`config.mk`:
```
export PLATFORM = sky130hd
export DESIGN_NAME = linear_sequencer
export DESIGN_NICKNAME = d
export VERILOG_FILES = /design/src/rtl/linear_sequencer.sv
export SDC_FILE = /design/constraint.sdc
export NUM_CORES = 1
export LEC_CHECK = 0
export CAP_MARGIN = 20
export CORE_ASPECT_RATIO = 1.5
export CORE_MARGIN = 3
export CORE_UTILIZATION = 41
export DETAILED_ROUTE_END_ITERATION = 10
export PLACE_DENSITY = 0.76
export REMOVE_ABC_BUFFERS = 1
export SLEW_MARGIN = 20
export SYNTH_ARGS = -nofsm -noshare
export SYNTH_HDL_FRONTEND = slang
export SYNTH_SLANG_ARGS = --single-unit
```
`constraint.sdc`:
```
create_clock -name clk -period 1.9 [get_ports clk]
set_clock_uncertainty 0.2 [all_clocks]
set_input_delay 0.475 -clock clk [delete_from_list [all_inputs] [get_ports clk]]
set_output_delay 0.475 -clock clk [all_outputs]
set_load 0.01 [all_outputs]
```
`src/rtl/linear_sequencer.sv`:
```
// Frame controller for one linear_layer: clears the accumulators, streams one input
// vector from a synchronous-read buffer, then waits for the layer result to capture it.
module linear_sequencer #(
    parameter int  DATA_WIDTH   = 24,
    parameter int  INPUT_LENGTH = 784,
    parameter int  TIMEOUT      = 16,
    localparam int AW           = (INPUT_LENGTH > 1) ? $clog2(INPUT_LENGTH) : 1
) (
    input  logic                  clk,
    input  logic                  rst_n,
    input  logic                  start,
    input  logic                  abort,
    output logic                  mem_rd_en,
    output logic [AW-1:0]         mem_addr,
    input  logic [DATA_WIDTH-1:0] mem_rdata,
    output logic                  layer_rst,
    output logic                  layer_valid,
    output logic [DATA_WIDTH-1:0] layer_din,
    input  logic                  layer_o_valid,
    output logic                  capture,
    output logic                  busy,
    output logic                  done,
    output logic                  err
);
    localparam int            TW        = (TIMEOUT > 1) ? $clog2(TIMEOUT) : 1;
    localparam int            STAGES    = 1;
    localparam logic [AW-1:0] LAST_ADDR = AW'(INPUT_LENGTH - 1);
    localparam logic [TW-1:0] LAST_TICK = TW'(TIMEOUT - 1);

    typedef enum logic [1:0] {S_IDLE, S_CLEAR, S_STREAM, S_WAIT} state_t;

    state_t                state;
    logic [STAGES:0]       vld_pipe;  // [0] = read strobe, [STAGES] = word valid at layer
    logic [TW-1:0]         tcnt;
    logic [DATA_WIDTH-1:0] din_q;
    logic                  rst_q;
    logic                  err_q;
    logic                  in_wait;
    logic                  hit_ok;
    logic                  hit_to;
    logic                  kill;

    // abort outranks both a result and a timeout in the same cycle
    assign in_wait = (state == S_WAIT) && !abort;
    assign hit_ok  = in_wait && layer_o_valid;
    assign hit_to  = in_wait && !layer_o_valid && (tcnt == LAST_TICK);
    assign kill    = (state != S_IDLE) && abort;

    always_ff @(posedge clk or negedge rst_n) begin
        if (!rst_n) begin
            state    <= S_IDLE;
            vld_pipe <= '0;
            mem_addr <= '0;
            tcnt     <= '0;
            din_q    <= '0;
            rst_q    <= 1'b0;
            err_q    <= 1'b0;
        end else begin
            vld_pipe[STAGES:1] <= vld_pipe[STAGES-1:0];
            rst_q              <= 1'b0;
            if (vld_pipe[STAGES])
                din_q <= mem_rdata;
            if (kill) begin
                state    <= S_IDLE;
                vld_pipe <= '0;
                rst_q    <= 1'b1;
            end else begin
                case (state)
                    S_IDLE: begin
                        if (start) begin
                            state    <= S_CLEAR;
                            rst_q    <= 1'b1;
                            err_q    <= 1'b0;
                            mem_addr <= '0;
                        end
                    end
                    S_CLEAR: begin
                        state       <= S_STREAM;
                        vld_pipe[0] <= 1'b1;
                        mem_addr    <= '0;
                    end
                    S_STREAM: begin
                        if (mem_addr == LAST_ADDR) begin
                            state       <= S_WAIT;
                            vld_pipe[0] <= 1'b0;
                            tcnt        <= '0;
                        end else begin
                            mem_addr <= mem_addr + 1'b1;
                        end
                    end
                    S_WAIT: begin
                        if (hit_ok) begin
                            state <= S_IDLE;
                        end else if (hit_to) begin
                            state <= S_IDLE;
                            err_q <= 1'b1;
                            rst_q <= 1'b1;
                        end else begin
                            tcnt <= tcnt + 1'b1;
                        end
                    end
                    default: state <= S_IDLE;
                endcase
            end
        end
    end

    // The buffer's own output register is the data stage; din_q only holds the
    // last delivered word while no word is valid.
    assign mem_rd_en   = vld_pipe[0];
    assign layer_valid = vld_pipe[STAGES];
    assign layer_din   = layer_valid ? mem_rdata : din_q;
    assign layer_rst   = rst_q;
    assign busy        = (state != S_IDLE);
    assign capture     = hit_ok;
    assign done        = hit_ok || hit_to;
    assign err         = err_q || hit_to;

endmodule
```
==> metrics.cfg <==
[setup_path]
crit_type=reg -> out
timing.critical_path.to_type=output port
cp_max_fo=6
worst_ep_arrival_time_ns=1.44
timing.critical_path.from_type=flip-flop
worstPathRequired_ns=1.22

[synthesis]
mappedNetlistArea_sq_mm=0.002122
synthTopCellsByArea=sky130_fd_sc_hd__dfrtp_1 (52%), sky130_fd_sc_hd__mux2_2 (14%), sky130_fd_sc_hd__ha_1 (2.9%)
ys_seq_area_frac=0.5189
yosysTopAreaCellShare=0.5189
ys_top_cells_by_count=sky130_fd_sc_hd__dfrtp_1 (44), sky130_fd_sc_hd__mux2_2 (26), sky130_fd_sc_hd__inv_1 (11)
synth_top_area_cell=sky130_fd_sc_hd__dfrtp_1
ys.flop_type=sky130_fd_sc_hd__dfrtp_1
synthArstFlopShare=1.000
post_synth_inst_count=175
synth_cell_types=49
number_of_synthesized_register_bits=44
yosys.cell_count.top_type=sky130_fd_sc_hd__dfrtp_1
synth.yosys.warnings=0
synthesis.area_per_instance_sq_um=12.13
synth_enable_flop_cells=0

[die]
ios=70
start_util=0.4308
fp.dieH_microns=94.11
chipWidth_microns=64.74
floorplan.die_area_sq_mm=0.006093
core_region_area_sq_mm=0.004926
placementRows=31

[route]
drtPass1Iterations=4
dr.first_iter.drc_count=69
route.antenna.remaining_nets=0
vias=2043
drt-wirelength-per-cell_microns=18.73
wl_met3_microns=370
detail_route.vias_per_cell=5.376
topRoutingLayerUsed=met4
wl_met2_microns=3994
met1_length_microns=2621
detail_route.wirelength_microns=7119
drc=0

[power_and_ir_drop]
internal_power_w=0.003898
total_leakage_power_nw=1.851
power.switching_w=0.001934
p_per_area_mw_per_mm2=1504
power.ir.vdd_worst_mv=0.9703
power.combinational.fraction=0.606
share_of_total_power_consumed_by_net_switching=0.3316
power.clock.fraction=0.146
share_of_power_burned_in_registers=0.248

[cts]
cts-buffers-inserted=5
cts_tree=built
cts-root-buf=sky130_fd_sc_hd__clkbuf_8
clockBufferDepth=2
clkLatencyLatePin_ns=0.30
htreeDepth=2
clkTransAtPathRegs_ns=0.09
total_number_of_clock_tree_sinks=44

[placement]
dpl_ws_ns=-0.7154
dp.final_hpwl_microns=3812
placement.io_buffers=69
routabilityCongestion=0.8950
dp_area_sq_mm=0.003208

[flow_run]
maxCapViolations=0

[sta]
relative_max_transition_margin=0.7111
final-hold-violation-count=0
max_slew.worst_pin.slew_ns=0.4300
final.period_utilization=1.113
fin_ws_ns=-0.2156
final_max_slew_viols=0
grt_setup_unrepaired=true
maximum_frequency_from_static_timing_analysis_ghz=0.4727
final_period_minus_worst_setup_slack_ns=2.116
holdWs_ns=0.3133
setup_viol=44

[global_routing]
grt_util_all_layers=0.2168
first_pass_grt_wire_length_microns=10240
grt_pass1_vias=2169
antenna_found_initial=0
grt_overflow=0
grt_max_degree=45

[final_layout]
finish.utilization=0.7871
finish.instance_area_sq_mm=0.003877
antenna-diode-count=0
area_growth_from_synthesis_to_layout_pct=82.72
drive_above_1_share=0.5446
finish.net_count=348

[status]
failed_checks=negative setup slack
status=finished with violations

[worst_hold_path]
hold_path.class=reg -> reg

## final cells by class
| cell class | count | area, sq um |
|---|---|---|
| Clock inverter | 2 | 60.06 |
| Tap cell | 66 | 82.58 |
| Sequential cell | 44 | 1107 |
| Inverter | 11 | 46.29 |
| Timing Repair Buffer | 136 | 1343 |
| Clock buffer | 5 | 68.82 |
| Multi-Input combinational cell | 116 | 1170 |
| Fill cell | 298 | 1049 |
## path summary, 6_finish.rpt
check	cells after the start	start	slack, ns	end
hold reg to reg	1	din_q[12]	0.31	din_q[12]
max in group asynchronous	3	rst_n	0.79	mem_addr[7]
setup / recovery	4	vld_pipe[1]	-0.22	layer_din[11]
hold / removal	1	din_q[12]	0.31	din_q[12]
min in group asynchronous	3	rst_n	0.48	din_q[6]
setup reg to reg	8	state[0]	-0.21	mem_addr[0]
## placed cells by master (no fill, tap or decap), drive strengths merged, types with 5 or more instances in the layout
master and n:
dfrtp 44, o21ai 7, nand2 10, dlygate4sd2 9, clkbuf 6, ha 5
nor2 8, buf 95, inv 11, mux2 26, clkdlybuf4s50 27, nor3 5
## cells by family after synthesis
logic type / Yosys count / synth area share
AND/OR/NAND/NOR: 43 / 0.1250
AO/OA/AOI/OAI: 40 / 0.1533
XOR/XNOR: 1 / 0.004128
adder cells (fa/ha/maj): 5 / 0.02948
flip-flops: 44 / 0.5189
buffers and inverters: 15 / 0.02653
multiplexers: 27 / 0.1427
## worst max-delay path, cell delays in order (launching register included)
cell and delay (ns):
sky130_fd_sc_hd__dfrtp_2 0.43, sky130_fd_sc_hd__buf_4 0.15, sky130_fd_sc_hd__buf_16 0.13, sky130_fd_sc_hd__mux2_2 0.30
sky130_fd_sc_hd__buf_6 0.13
## power by group through the flow
| stage | Sequential [W] | Clock [W] | Combinational [W] |
|---|---|---|---|
| floorplan | 0.00152 | 0 | 0.00108 |
| global placement | 0.00142 | 0 | 0.00251 |
| detailed placement | 0.00145 | 0 | 0.00254 |
| CTS | 0.00144 | 0.000859 | 0.00292 |
| global route | 0.00148 | 0.000906 | 0.00375 |
| finish | 0.00144 | 0.000852 | 0.00353 |
## flip-flops by register name (all words and copies together) (netlist names)
signal	flops
state	2
mem_addr	10
tcnt	4
din_q	24
vld_pipe	2
layer_rst	1
err_q	1
## routing by layer
layer,GRT usage,vias up
met1,0.2264,1023
met2,0.4039,80
met3,0.05629,12
met5,0,-
met4,0.08466,0
li1,-,928
## metrics by stage
| stage | TNS [ns] | total power [W] | cells |
|---|---|---|---|
| final | -6.768 | 0.005831 | 380 |
| after global routing | -8.998 | 0.006141 | 380 |
| after detailed placement | -17.34 | 0.003993 | 347 |
| after floorplan | -1.333 | 0.002601 | 171 |
| after CTS | -6.266 | 0.005213 | 367 |
| after global placement | -17.09 | 0.003935 | 347 |
## repair_timing
| action | CTS | global route |
|---|---|---|
| gates cloned | 2 | 1 |
| pin swaps | 17 | 19 |
| setup endpoints to repair | 56 | 48 |
| gates resized for setup | 181 | 39 |
| hold endpoints to repair | 44 | 0 |
| hold buffers | 1 | 0 |
| buffers inserted | 10 | 14 |
Note: power is estimated with default switching activity, not from simulation.
